[config.mk]
export PLATFORM = sky130hd
export DESIGN_NAME = demux_4s_reg
export DESIGN_NICKNAME = d
export VERILOG_FILES = /design/src/rtl/demux_4s_reg_pkg.sv /design/src/rtl/demux_slot.sv /design/src/rtl/demux_4s_reg.sv
export SDC_FILE = /design/constraint.sdc
export NUM_CORES = 1
export LEC_CHECK = 0
export CAP_MARGIN = 20
export CELL_PAD_IN_SITES_DETAIL_PLACEMENT = 0
export CELL_PAD_IN_SITES_GLOBAL_PLACEMENT = 1
export CORE_UTILIZATION = 30
export CTS_CLUSTER_DIAMETER = 150
export DETAILED_ROUTE_END_ITERATION = 12
export PLACE_DENSITY = 0.69
export SYNTH_ARGS = -nofsm -noshare
export SYNTH_HDL_FRONTEND = slang
export SYNTH_SLANG_ARGS = --single-unit
[constraint.sdc]
create_clock -name clk -period 1.9 [get_ports clk]
set_clock_uncertainty 0.15 [all_clocks]
set_input_delay 0.57 -clock clk [delete_from_list [all_inputs] [get_ports clk]]
set_output_delay 0.57 -clock clk [all_outputs]
set_load 0.005 [all_outputs]
[src/rtl/demux_4s_reg_pkg.sv]
// Shared constants for the registered 1-to-4 demultiplexer.
// Defines the output count, select width, counter width and slot state encodings.
// Imported by demux_slot and demux_4s_reg.
package demux_4s_reg_pkg;

  localparam int N_OUT = 4;
  localparam int SEL_W = 2;
  localparam int CNT_W = 8;

  // One-entry slot states.
  localparam logic [0:0] EMPTY = 1'b0;
  localparam logic [0:0] FULL  = 1'b1;

endpackage

[src/rtl/demux_slot.sv]
// One output slot of the demux: data register, valid flag, optional transfer counter.
// Latency: a loaded word is visible on q/vld one cycle after the load edge.
// Backpressure: holds its word until take is seen with vld high; a load may replace it on the same edge.
// Ports: load (input transfer addressed here), d (word to load), take (consumer ready),
//        q/vld (slot contents), cnt (output transfer count, only with DEMUX_CNT_EN).
module demux_slot
  import demux_4s_reg_pkg::*;
#(
  parameter int width = 4
) (
  input  logic             clk,
  input  logic             rst_b,
  input  logic             load,
  input  logic [width-1:0] d,
  input  logic             take,
  output logic [width-1:0] q,
  output logic             vld
`ifdef DEMUX_CNT_EN
  ,
  output logic [CNT_W-1:0] cnt
`endif
);

  logic [0:0] state;
  logic       drain;

  assign vld   = (state == FULL);
  // A take while EMPTY is not a transfer and must be ignored.
  assign drain = vld && take;

  always_ff @(posedge clk or negedge rst_b) begin
    if (!rst_b) begin
      state <= EMPTY;
      q     <= '0;
    end else if (load) begin
      // Covers both EMPTY->FULL and the simultaneous drain+refill case.
      state <= FULL;
      q     <= d;
    end else if (drain) begin
      // Data is left in place; consumers qualify q with vld.
      state <= EMPTY;
    end
  end

`ifdef DEMUX_CNT_EN
  // Wraps 255 -> 0 naturally.
  always_ff @(posedge clk or negedge rst_b) begin
    if (!rst_b) begin
      cnt <= '0;
    end else if (drain) begin
      cnt <= cnt + CNT_W'(1);
    end
  end
`endif

endmodule

[src/rtl/demux_4s_reg.sv]
// Registered 1-to-4 demultiplexer with a one-entry slot per output (optional counters: DEMUX_CNT_EN).
// Latency: one cycle from input accept to the word appearing on its output.
// Backpressure: in_ready drops only when the selected slot is FULL and its consumer is not ready.
// Ports: d/s/in_valid/in_ready input handshake; o0..o3 with o_valid/o_ready per output;
//        cnt_flat = four 8-bit transfer counters (output k at [8k+7:8k]), only with DEMUX_CNT_EN.
module demux_4s_reg
  import demux_4s_reg_pkg::*;
#(
  parameter int width = 4
) (
  input  logic                   clk,
  input  logic                   rst_b,
  input  logic [width-1:0]       d,
  input  logic [SEL_W-1:0]       s,
  input  logic                   in_valid,
  output logic                   in_ready,
  output logic [width-1:0]       o0,
  output logic [width-1:0]       o1,
  output logic [width-1:0]       o2,
  output logic [width-1:0]       o3,
  output logic [N_OUT-1:0]       o_valid,
  input  logic [N_OUT-1:0]       o_ready
`ifdef DEMUX_CNT_EN
  ,
  output logic [N_OUT*CNT_W-1:0] cnt_flat
`endif
);

  logic [width-1:0] q [N_OUT];
  logic             in_xfer;

  // Selected slot can take a word if empty, or if it drains on this same edge.
  assign in_ready = !o_valid[s] || o_ready[s];
  assign in_xfer  = in_valid && in_ready;

  genvar k;
  generate
    for (k = 0; k < N_OUT; k++) begin : g_slot
      demux_slot #(
        .width(width)
      ) u_slot (
        .clk  (clk),
        .rst_b(rst_b),
        .load (in_xfer && (s == SEL_W'(k))),
        .d    (d),
        .take (o_ready[k]),
        .q    (q[k]),
        .vld  (o_valid[k])
`ifdef DEMUX_CNT_EN
        ,
        .cnt  (cnt_flat[CNT_W*k +: CNT_W])
`endif
      );
    end
  endgenerate

  assign o0 = q[0];
  assign o1 = q[1];
  assign o2 = q[2];
  assign o3 = q[3];

endmodule

==> impl_metrics.tcl <==
set metrics [dict create \
    min_to "g_slot[2].u_slot.q[1]" \
    wl_per_cell_um 13.5 \
    final.setup.worst_slack_ps -188 \
    maxSlewHeadroom_pct 82.3 \
    antenna_found_initial 0 \
    multiInputGateArea_um2 367 \
    worst_ep_arrival_time_ps 1370 \
    initial_core_util_pct 31.7 \
    cp_data_required_time_ps 1180 \
    syn_area_cell_um2 15.1 \
    achievable-frequency_mhz 479 \
    clock_tree_from_tritoncts "done" \
    syn_inst 58 \
    synth-seq-area-share_pct 57.3 \
    grt_first_pass_wirelength_um 2900 \
    flow.area_growth_from_synthesis_pct 56.2 \
    clock_tree.buffer_depth 2 \
    r2r-start "g_slot[2].u_slot.vld" \
    rows 19 \
    numPortBuffers 33 \
    vdd_ir_drop_max_uv 560 \
    worst_hold_path_type "reg2reg" \
    cts.sink_count 20 \
    drv.max_cap_violation_count 0 \
    ff2ff_setup_slack_ps 410 \
    hold_viol_final 0 \
    rsz0062_at_grt "yes" \
    detailedRoute.firstPassIterationCount 2 \
    failing_checks "setup timing" \
    synth.lib_cells_used.distinct 15 \
    h_tree_levels 1 \
    hold_path.startpoint "g_slot[2].u_slot.q[1]" \
    die_w_um 56.0 \
    first_global_vias 653 \
    cts-buffers-inserted 3 \
    viasPerCell 4.68 \
    ff2ff_path_depth 5 \
    synth_fp_nets 71 \
    transition_time_at_the_pin_with_the_least_slew_margin_ps 266 \
    fin_crit_ps 2090 \
    dr_total_vias 623 \
    routed_wirelength_um 1790 \
    ant_nets 0 \
    antenna_diodes 0 \
    initial_detailed_routing_violation_count 3 \
    p_leak_nw 0.738 \
    p_per_area_nw_per_um2 771 \
    run_status "finished, violations left" \
    route.detailed.drc 0 \
    die-height_um 56.0 \
    place_congestion 0.730 \
    worst_r2r_endpoint "g_slot[2].u_slot.q[2]" \
    report.final.slew_viol_count 0 \
    synthesis.area_um2 873 \
    timing.critical_path.fanout_max 2 \
    global_route.usage.total_pct 12.3 \
    final_layout_size_suffix_gt1_share_pct 46.1 \
    design.die.area_um2 3130 \
    critical_path.endpoint_type "output pin" \
    timing.final.crit_share_pct 110 \
    worstSetupPathType "in2out" \
    layout.core_utilization_pct 49.5 \
    root_buffer_master "clkbuf_4" \
    ys_warn_count 0 \
    clock_insertion_delay_worst_skew_ps 290 \
    totalNegativeSetupSlack_ps -220 \
    critPathLaunchType "primary input" \
    holdWs_ps 365 \
    fillcell_total 257 \
    setup_violations 2 \
    grt_max_degree 21 \
    postSynthRegisterBits 20 \
    totalPowerFinal_w 0.00105 \
    min_delay_path_depth 1 \
    regArea_um2 500 \
    grt_remaining_overflow 0 \
    detailed_place_hpwl_um 1300 \
    clkSlewWorstSetupHoldPaths_ps 100 \
    nNetsFinal 117 \
    core_area_um2 2760 \
    io_pins 34 \
]
power by group:
group	leakage [nW]	total (W)	internal [W]	switching (W)
Combinational	0.483	0.000317	0.000223	0.0000939
Sequential	0.242	0.000546	0.000504	0.0000423
Clock	0.0138	0.000189	0.0000736	0.000115
Total	0.738	0.00105	0.000801	0.000251
cells by family (layout without fill, tap and decap cells):
group,count (synthesis),in the layout,synth area share (%)
compound gates,1,1,0.573
mux,17,17,24.9
buf+inv,5,49,4.73
simple gates,15,15,12.5
flops,20,20,57.3
flip-flops by register name, indices dropped and copies added (netlist names):
signal and count:
g_slot.u_slot.vld 4, g_slot.u_slot.q 16
area by class of cell:
| cell class | count | share of cell area, % |
|---|---|---|
| Tap cell | 31 | 2.84 |
| Sequential cell | 20 | 36.7 |
| Timing Repair Buffer | 46 | 31.9 |
| Clock buffer | 3 | 1.65 |
| Multi-Input combinational cell | 33 | 26.9 |
Yosys cell counts (all sizes together):
master / n / area share (%)
mux4: 1 / 2.6
mux2: 16 / 22
dfrtp: 20 / 57
o21ai: 1 / 0.57
nor3b: 1 / 2.1
buf: 5 / 4.7
nand3b: 1 / 0.86
nand3: 1 / 1.1
and3: 1 / 0.72
nand2b: 4 / 2.9
nor2b: 2 / 2.6
nand2: 5 / 2.1
worst max path at each step:
stage	end	slack [ps]	start	cells past startpoint
floorplan	in_ready	6	o_ready[0]	2
global placement	in_ready	-890	o_ready[0]	4
detailed placement	in_ready	-880	o_ready[1]	4
CTS	in_ready	-190	o_ready[3]	4
global route	in_ready	-220	g_slot[0].u_slot.vld	3
finish	in_ready	-190	o_ready[3]	4
layout by cell type, fill, tap and decap left out, drive strengths merged:
cell type and instances:
o21ai 1, nor3b 1, nand3b 1, mux4 1
mux2 16, and3 1, nor2b 2, clkdlybuf4s50 7
dlymetal6s2s 10, buf 19, dfrtp 20, nand2 5
nand2b 4, dlygate4sd2 10, clkbuf 3, nand3 1
worst max-delay path, stage by stage:
cell	delay [ps]
buf_6	90
nand2b_4	130
mux4_2	450
buf_2	140
per-stage QoR:
step,cell area (um2),setup slack [ps],cells
3_5_place_dp,1280,-877,127
4_1_cts,1320,-194,131
3_3_place_gp,1280,-890,127
2_1_floorplan,881,6.15,58
5_1_grt,1360,-219,133
6_report,1360,-188,133
per-layer routing:
layer	part of all wire, %	up-vias	routed length, um	track usage, %
met2	53	21	947	21.0
met5	0	-	0	0
li1	-	285	-	-
met3	5.6	2	101	4.42
met1	41	315	727	14.7
met4	0.73	0	13	3.14
repair_timing:
action	4_1_cts	5_1_grt
setup endpoints to repair	8	13
pin swaps	0	0
hold buffers	0	0
setup buffers	1	2
cloned	0	0
resized for setup	37	11
hold endpoints to repair	0	0
Note: power is estimated with default switching activity, not from simulation.
